==> config.mk <==
export PLATFORM = sky130hd
export DESIGN_NAME = rf_wb_arbiter
export DESIGN_NICKNAME = d
export VERILOG_FILES = /design/src/rtl/rv_pkg.sv /design/src/rtl/wb_fifo.sv /design/src/rtl/rf_wb_arbiter.sv
export SDC_FILE = /design/constraint.sdc
export NUM_CORES = 1
export LEC_CHECK = 0
export CAP_MARGIN = 20
export CORE_ASPECT_RATIO = 1.75
export CORE_MARGIN = 5
export CORE_UTILIZATION = 40
export DETAILED_ROUTE_END_ITERATION = 10
export PLACE_DENSITY_LB_ADDON = 0.2
export SLEW_MARGIN = 10
export SYNTH_ARGS = -nofsm -noshare
export SYNTH_HDL_FRONTEND = slang
export SYNTH_SLANG_ARGS = --single-unit
export TNS_END_PERCENT = 1
==> constraint.sdc <==
create_clock -name clk -period 10.25 [get_ports clk]
set_input_delay 2.05 -clock clk [delete_from_list [all_inputs] [get_ports clk]]
set_output_delay 2.05 -clock clk [all_outputs]
set_load 0.03 [all_outputs]
==> src/rtl/rv_pkg.sv <==
// Shared register-file writeback constants and the queued result record.
// Used by the writeback arbiter and its result queue.
package rv_pkg;

  localparam int XLEN   = 32;
  localparam int REG_AW = 5;
  localparam int NREG   = 32;

  typedef struct packed {
    logic [REG_AW-1:0] rd;
    logic [XLEN-1:0]   wd;
  } wb_entry_t;

endpackage

==> src/rtl/wb_fifo.sv <==
// Small synchronous FIFO holding long-latency results until the write
// port is free. Head is visible on rdata whenever the FIFO is not empty.
module wb_fifo #(
  parameter int WIDTH = 37,
  parameter int DEPTH = 4,
  localparam int AW = $clog2(DEPTH),
  localparam int CW = AW + 1
) (
  input  logic             clk,
  input  logic             reset,
  input  logic             push,
  input  logic [WIDTH-1:0] wdata,
  input  logic             pop,
  output logic [WIDTH-1:0] rdata,
  output logic             full,
  output logic             empty,
  output logic [CW-1:0]    count
);

  logic [WIDTH-1:0] mem_q [DEPTH];
  logic [WIDTH-1:0] mem_d [DEPTH];
  logic [AW-1:0]    wr_ptr_q, wr_ptr_d;
  logic [AW-1:0]    rd_ptr_q, rd_ptr_d;
  logic [CW-1:0]    count_q, count_d;
  logic             do_push;
  logic             do_pop;

  assign full    = (count_q == CW'(DEPTH));
  assign empty   = (count_q == '0);
  assign count   = count_q;
  assign rdata   = mem_q[rd_ptr_q];
  assign do_push = push && !full;
  assign do_pop  = pop && !empty;

  always_comb begin
    mem_d    = mem_q;
    wr_ptr_d = wr_ptr_q;
    rd_ptr_d = rd_ptr_q;
    count_d  = count_q;
    if (do_push) begin
      mem_d[wr_ptr_q] = wdata;
      wr_ptr_d        = wr_ptr_q + 1'b1;
    end
    if (do_pop) begin
      rd_ptr_d = rd_ptr_q + 1'b1;
    end
    unique case ({do_push, do_pop})
      2'b10:   count_d = count_q + 1'b1;
      2'b01:   count_d = count_q - 1'b1;
      default: count_d = count_q;
    endcase
  end

  always_ff @(posedge clk or posedge reset) begin
    if (reset) begin
      mem_q    <= '{default: '0};
      wr_ptr_q <= '0;
      rd_ptr_q <= '0;
      count_q  <= '0;
    end else begin
      mem_q    <= mem_d;
      wr_ptr_q <= wr_ptr_d;
      rd_ptr_q <= rd_ptr_d;
      count_q  <= count_d;
    end
  end

endmodule

==> src/rtl/rf_wb_arbiter.sv <==
// Register-file write-port arbiter: merges pipeline writebacks with queued
// long-latency results and tracks which registers still await a result.
module rf_wb_arbiter
  import rv_pkg::REG_AW;
#(
  parameter int XLEN         = 32,
  parameter int NREG         = 32,
  parameter int QDEPTH       = 4,
  parameter int STARVE_LIMIT = 8,
  localparam int CW = $clog2(QDEPTH) + 1
) (
  input  logic              clk,
  input  logic              reset,
  input  logic              pipe_we,
  input  logic [REG_AW-1:0] pipe_rd,
  input  logic [XLEN-1:0]   pipe_wd,
  output logic              pipe_stall,
  input  logic              mc_valid,
  output logic              mc_ready,
  input  logic [REG_AW-1:0] mc_rd,
  input  logic [XLEN-1:0]   mc_wd,
  input  logic              issue_valid,
  input  logic [REG_AW-1:0] issue_rd,
  input  logic [REG_AW-1:0] chk_a1,
  input  logic [REG_AW-1:0] chk_a2,
  input  logic [REG_AW-1:0] chk_ad,
  output logic              chk_busy1,
  output logic              chk_busy2,
  output logic              chk_busyd,
  output logic              rf_we,
  output logic [REG_AW-1:0] rf_a3,
  output logic [XLEN-1:0]   rf_wd,
  output logic [CW-1:0]     q_count
);

  localparam int EW = REG_AW + XLEN;
  localparam int SW = $clog2(STARVE_LIMIT + 1);

  logic [EW-1:0]     head;
  logic              q_full;
  logic              q_empty;
  logic              head_valid;
  logic [REG_AW-1:0] head_rd;
  logic [XLEN-1:0]   head_wd;
  logic              pipe_eff;
  logic              force_pop;
  logic              pop;
  logic              push;

  logic [SW-1:0]     starve_q, starve_d;
  logic [NREG-1:0]   pend_q, pend_d;

  assign head_valid = !q_empty;
  assign head_rd    = head[EW-1 -: REG_AW];
  assign head_wd    = head[XLEN-1:0];
  assign mc_ready   = !q_full;
  assign push       = mc_valid && mc_ready;
  assign pipe_eff   = pipe_we && (pipe_rd != '0) && !reset;
  assign force_pop  = head_valid && (starve_q == SW'(STARVE_LIMIT));
  assign pop        = head_valid && (force_pop || !pipe_eff);
  assign pipe_stall = force_pop;

  wb_fifo #(
    .WIDTH (EW),
    .DEPTH (QDEPTH)
  ) u_fifo (
    .clk   (clk),
    .reset (reset),
    .push  (push),
    .wdata ({mc_rd, mc_wd}),
    .pop   (pop),
    .rdata (head),
    .full  (q_full),
    .empty (q_empty),
    .count (q_count)
  );

  always_comb begin
    rf_we = 1'b0;
    rf_a3 = '0;
    rf_wd = '0;
    if (pop) begin
      rf_we = (head_rd != '0);
      rf_a3 = head_rd;
      rf_wd = head_wd;
    end else if (pipe_eff) begin
      rf_we = 1'b1;
      rf_a3 = pipe_rd;
      rf_wd = pipe_wd;
    end
  end

  always_comb begin
    starve_d = starve_q;
    if (!head_valid || pop) begin
      starve_d = '0;
    end else if (pipe_eff && starve_q != SW'(STARVE_LIMIT)) begin
      starve_d = starve_q + 1'b1;
    end
  end

  // Set is applied after clear so a same-cycle re-issue stays pending.
  always_comb begin
    pend_d = pend_q;
    if (pop && head_rd != '0) begin
      pend_d[head_rd] = 1'b0;
    end
    if (issue_valid && issue_rd != '0) begin
      pend_d[issue_rd] = 1'b1;
    end
  end

  always_ff @(posedge clk or posedge reset) begin
    if (reset) begin
      starve_q <= '0;
      pend_q   <= '0;
    end else begin
      starve_q <= starve_d;
      pend_q   <= pend_d;
    end
  end

  assign chk_busy1 = pend_q[chk_a1] &&
                     !(pop && head_rd == chk_a1 && chk_a1 != '0);
  assign chk_busy2 = pend_q[chk_a2] &&
                     !(pop && head_rd == chk_a2 && chk_a2 != '0);
  assign chk_busyd = pend_q[chk_ad] &&
                     !(pop && head_rd == chk_ad && chk_ad != '0);

  a_issue_pending: assert property (@(posedge clk) disable iff (reset)
    !(issue_valid && issue_rd != '0 && pend_q[issue_rd] &&
      !(pop && head_rd == issue_rd)));

  a_pipe_pending: assert property (@(posedge clk) disable iff (reset)
    !(pipe_eff && pend_q[pipe_rd] && !(pop && head_rd == pipe_rd)));

  a_pop_unpending: assert property (@(posedge clk) disable iff (reset)
    !(pop && head_rd != '0 && !pend_q[head_rd]));

endmodule

Word-level counts from Yosys, hierarchy flattened
Cells that the tools add are included.
W data, S select, Z words.
{"block": "op_classes", "addsub": 5, "order_cmp": 10, "n_eq_ne": 8, "n_mux": 27, "reduce_logical": 40, "bitwise": 5}
{"op": "$bwmux W148", "n": 1}
{"op": "$mux W32", "n": 4}
{"op": "$mux W37", "n": 3}
{"op": "$bmux W37 S2", "n": 1}
{"op": "$demux W37 S2", "n": 1}
{"op": "$and A32 B32 Y32", "n": 1}
{"op": "$not A32 Y32", "n": 1}
{"op": "$or A32 B32 Y32", "n": 1}
{"op": "$lt A5 B6 Y1 const B", "n": 5}
{"op": "$reduce_bool A5 Y1", "n": 6}
{"op": "$logic_and A1 B1 Y1", "n": 22}
{"op": "$bmux W1 S5", "n": 3}
{"op": "$eq A5 B5 Y1", "n": 3}
{"op": "$demux W1 S5", "n": 2}
{"op": "$ge A5 B1 Y1 const B", "n": 2}
{"op": "$mux W5", "n": 2}
{"op": "$mux W4", "n": 2}
{"op": "$logic_not A1 Y1", "n": 7}
{"op": "$mux W1", "n": 7}
{"op": "$ge A3 B3 Y1 const B", "n": 2}
{"op": "$not A2 Y3", "n": 2}
{"op": "$pmux W3 S2", "n": 1}
{"op": "$add A2 B1 Y2 const B", "n": 2}
{"op": "$add A4 B1 Y4 const B", "n": 1}
{"op": "other kinds (11)", "n": 13}
{"block": "totals", "inputBits": 99, "reg_bits": 191, "out_inout_bits": 46}

Longest topological paths before layout
{"block": "logic_depth", "word_depth": 13, "ltp_mapped": 13}

Modules after synthesis
A second synthesis with hierarchy kept.
{"block": "hier_totals", "cells_unflattened": 766, "area_unflattened_um2": 10017.1}
{"module": "wb_fifo", "cells_each": 394, "area_each_um2": 6877.8, "seq_area_each_um2": 3878.7, "n_inst": 1}
{"module": "rf_wb_arbiter", "cells_each": 372, "area_each_um2": 3139.3, "seq_area_each_um2": 900.9, "n_inst": 1}

Worst setup path before layout
Ideal clock, no wire load.
{"block": "synth_path", "path_type": "input-to-output", "from": "input reset", "to": "output chk_busy2", "slack_ns": -0.033, "cell_stages": 5, "arrival_ns": 8.233, "cell_sequence": "inv_1 > o311ai_4 > o21ai_4 > nor4_1 > a211oi_1"}
{"block": "synth_via", "elab_chain_len": 9}
{"item": "start: declaration", "line_no": "rf_wb_arbiter.sv:13", "source": "input logic reset,"}
{"item": "$logic_not A1 Y1 (no source line)"}
{"item": "$logic_and A1 B1 Y1", "line_no": "rf_wb_arbiter.sv:58", "source": "assign pipe_eff = pipe_we && (pipe_rd != '0) && !reset;"}
{"item": "$logic_not A1 Y1", "line_no": "rf_wb_arbiter.sv:60", "source": "assign pop = head_valid && (force_pop || !pipe_eff);"}
{"item": "$logic_or A1 B1 Y1", "line_no": "rf_wb_arbiter.sv:60"}
{"item": "$logic_and A1 B1 Y1", "line_no": "rf_wb_arbiter.sv:60"}
{"item": "$logic_and A1 B1 Y1 (2 in a row)", "line_no": "rf_wb_arbiter.sv:126", "source": "!(pop && head_rd == chk_a2 && chk_a2 != '0);"}
{"item": "$logic_not A1 Y1", "line_no": "rf_wb_arbiter.sv:126"}
{"item": "$logic_and A1 B1 Y1", "line_no": "rf_wb_arbiter.sv:125", "source": "assign chk_busy2 = pend_q[chk_a2] &&"}
{"item": "end: declaration", "line_no": "rf_wb_arbiter.sv:28", "source": "output logic chk_busy2,"}
Every way passes these cells.

Final worst setup path
{"block": "layout_path", "from": "input reset", "to": "output rf_wd[9]"}
{"block": "layout_via", "elab_chain_len": 6}
{"item": "$logic_not A1 Y1 (no source line) *"}
{"item": "$logic_and A1 B1 Y1 *", "line_no": "rf_wb_arbiter.sv:58"}
{"item": "$logic_not A1 Y1", "line_no": "rf_wb_arbiter.sv:60"}
{"item": "$logic_or A1 B1 Y1", "line_no": "rf_wb_arbiter.sv:60"}
{"item": "$logic_and A1 B1 Y1", "line_no": "rf_wb_arbiter.sv:60"}
{"item": "$mux W32 *", "line_no": "rf_wb_arbiter.sv:82", "source": "if (pop) begin"}
{"item": "end: declaration", "line_no": "rf_wb_arbiter.sv:32", "source": "output logic [XLEN-1:0] rf_wd,"}
Mark *: on every way between the ends. The rest lies on a longest branch, timed or not.

==> flow_summary_export.csv <==
group,metric,value,unit
setup_path,rr_startpoint,"starve_q[0]",
yosys,synth_top_area_frac,0.484,
floorplan,row_count,76,
setup_path,critPathKind,"in2out",
global_routing,grt_pass1_wl,41800,um
clock_network,cts_root_buffer,"clkbuf_16",
detailed_routing,drt_iter0_markers,376,
timing,rsz0062_at_grt,"no",
detailed_routing,post-route-drc-count,0,
timing,relSlewSlack,0.276,
clock_network,postCtsSetupRepairBufs,0,
detailed_routing,ant_nets,0,
setup_path,critPathMaxFanout,40,
timing,fin_hold_ws,487,ps
clock_network,cts_resized,0,
yosys,ys_async_sr_fraction,1.00,
yosys,synthMuxAreaShare,0.324,
min_path,hold_path.class,"reg2reg",
global_routing,track_usage,0.194,
timing,worst_slew_pin_slew,1090,ps
setup_path,arrival,5530,ps
floorplan,ioPinCount,145,
detailed_routing,vias,6667,
min_path,hold_end,"pend_q[0]",
job,drv_cap,0,
detailed_routing,viasPerCell,5.74,
yosys,netlist_top_cells_area,"dfrtp_1 (48%), mux2_2 (17%), mux4_2 (14%), a22o_1 (3.1%), o21ai_0 (1.9%)",
setup_path,startpoint_type,"primary input",
global_routing,grt_pass1_vias,7617,
setup_path,ff2ff_setup_slack,6990,ps
yosys,synth_edf_count,0,
global_routing,grt_start_max_net_pins,80,
floorplan,initial_core_util,0.402,
clock_network,ctsHoldBuffers,0,
min_path,min_path_cells,0,
setup_path,reg2regPathDepth,12,
detailed_routing,firstDrtPassIters,5,
yosys,synth_top_family_by_area,"multiplexers",
min_path,hp-start,"pend_q[0]",
cells_and_area,multi_input_area,4770,um2
clock_network,cts_buffers,17,
global_routing,antenna_found_initial,0,
cells_and_area,diodes,0,
detailed_routing,wl,26400,um
floorplan,die-area,28000,um2
timing,final.setup.tns,0,ps
floorplan,die_w,129,um
clock_network,cts.sinks,191,
timing,fmax,132,MHz
timing,drv_slew,0,
clock_network,htree_levels,4,
yosys,ys_warn_count,0,
clock_network,cts_tree,"yes",
yosys,avgSynthCellArea,13.8,um2
floorplan,die_y,218,um
yosys,netlist_instances,714,
yosys,synth_flop_cell,"dfrtp_1",
cells_and_area,drive_gt1_frac,0.318,
detailed_routing,post_drt_wl_per_cell,22.8,um
cells_and_area,fillCellCount,2150,
yosys,yosysUniqueCellTypes,52,
clock_network,cts_max_path_buffers,2,
pwr,leakagePower,4.95,nW
pwr,p_per_area,336,nW/um2
timing,skew,10.5,ps
global_routing,grt_remaining_overflow,0,
cells_and_area,final_nets,947,
yosys,yosysTopAreaCell,"dfrtp_1",
yosys,synth_fa_ha_area_frac,0.0109,
yosys,synth_compound_area_frac,0.0783,
yosys,syn_area,9870,um2
yosys,ys_seq_area_frac,0.484,
global_routing,top_usage_layer,"met2",
clock_network,clock_latency,430,ps
timing,fin_crit,7580,ps
outcome,status,"completed",
place,io_buffers,144,
place,hpwl,18000,um
global_routing,met3_usage,0.0346,
pwr,peakVddDrop,0.193,mV
timing,finalHoldViolations,0,
place,place.gp.congestion,0.892,
yosys,ys_ff_latch,191,
yosys,synth_nets,821,
floorplan,core-area,24500,um2
global_routing,met2_usage,0.364,
cells_and_area,syn2layout_area_growth,23.0,%
yosys,yosys.area_share.xor_xnor,0.0177,
cells_and_area,register_area,4780,um2
setup_path,crit_required,8200,ps
timing,period_share,0.739,
setup_path,critPathCaptureType,"output pin",
setup_path,r2r-end,"u_fifo.count[2]",
global_routing,gr-usage-met1,0.214,
clock_network,cts.clk_slew.worst_paths,60,ps
yosys,yosys.area_share.simple,0.0525,
timing,setup-violations-final,0,
==> placed cells by master, fill, tap and decap left out, types with 4 or more instances in the layout <==
cell type,n
a22o_1,35
dfrtp_1,189
o2111ai_2,4
inv_1,12
nor4_1,6
mux4_2,62
mux2_2,148
clkbuf_16,17
nand2_2,4
clkinv_2,4
nor3_1,7
o21ai_1,11
a21oi_1,4
nor2_1,13
mux2i_1,8
buf_4,7
nand2_1,47
nand3_1,5
xnor2_1,13
xor2_1,7
o21ai_0,38
ha_1,7
clkdlybuf4s50_1,144
==> worst max-delay path, cell delays in order <==
cell             delay [ps]
clkdlybuf4s50_1         500
clkinvlp_4              700
o311ai_4                500
o21ai_4                 170
inv_2                   610
a22o_1                  250
clkdlybuf4s50_1         690
==> metrics by stage <==
stage / util / setup WS (ps) / power, mW / instances / cell area (um2)
after floorplan: - / 1810 / 2.81 / 714 / 9870
after global placement: 0.469 / 2770 / 3.37 / 1130 / 11500
after detailed placement: 0.469 / 2590 / 3.47 / 1130 / 11500
after CTS: 0.492 / 2570 / 4.13 / 1159 / 12100
after global routing: 0.495 / 2310 / 4.32 / 1162 / 12100
final: 0.495 / 2670 / 4.08 / 1162 / 12100
==> cells in the mapped netlist (3+ instances only) <==
| master | count |
|---|---|
| a21oi_1 | 4 |
| a221oi_1 | 3 |
| a22o_1 | 35 |
| and3_1 | 3 |
| buf_1 | 3 |
| buf_2 | 23 |
| buf_4 | 7 |
| buf_6 | 4 |
| clkbuf_1 | 10 |
| dfrtp_1 | 191 |
| ha_1 | 7 |
| inv_1 | 13 |
| inv_2 | 3 |
| mux2_2 | 148 |
| mux2i_1 | 8 |
| mux4_2 | 62 |
| nand2_1 | 47 |
| nand2_2 | 4 |
| nand3_1 | 5 |
| nor2_1 | 13 |
| nor3_1 | 7 |
| nor4_1 | 6 |
| o2111ai_2 | 4 |
| o21ai_0 | 38 |
| o21ai_1 | 11 |
| xnor2_1 | 13 |
| xor2_1 | 7 |
==> state kept, by name, indices dropped and copies added, names as in the netlist <==
signal / flops
pend_q: 32
u_fifo.wr_ptr_q: 2
starve_q: 4
u_fifo.count: 3
u_fifo.mem_q: 148
u_fifo.rd_ptr_q: 2
==> logic make-up after synthesis <==
| logic type | count (synthesis) |
|---|---|
| and+or+nand+nor | 105 |
| muxes | 220 |
| DFF | 191 |
| adders and majority gates | 8 |
| AOI/OAI and AO/OA | 107 |
| buffers and inverters | 63 |
| xor gates and xnor gates | 20 |
==> how the worst max path moves through the flow <==
stage,startpoint,end,slack (ps),cells after the start
3_5_place_dp,reset,rf_wd[9],2590,7
5_1_grt,reset,rf_wd[9],2310,7
4_1_cts,reset,rf_wd[9],2570,7
2_1_floorplan,reset,rf_a3[0],1810,4
3_3_place_gp,reset,rf_wd[8],2770,7
6_report,reset,rf_wd[9],2670,7
==> power by group <==
part           internal, mW  switching (mW)
Combinational          1.06            1.00
Sequential             1.13           0.253
Clock                 0.373           0.269
==> cell type report <==
cell class / instances / share of cell area
Clock buffer: 22 / 0.0391
Clock inverter: 7 / 0.00732
Inverter: 16 / 0.00526
Multi-Input combinational cell: 460 / 0.393
Sequential cell: 191 / 0.394
Tap cell: 312 / 0.0321
Timing Repair Buffer: 154 / 0.129
==> layer usage <==
metal  vias to the layer above  routed length (um)
met3                        55                1070
li1                       2928                   -
met1                      3473                9700
met5                         -                   0
met2                       211               15000
met4                         0                 707
(Power assumes the default switching activity.)
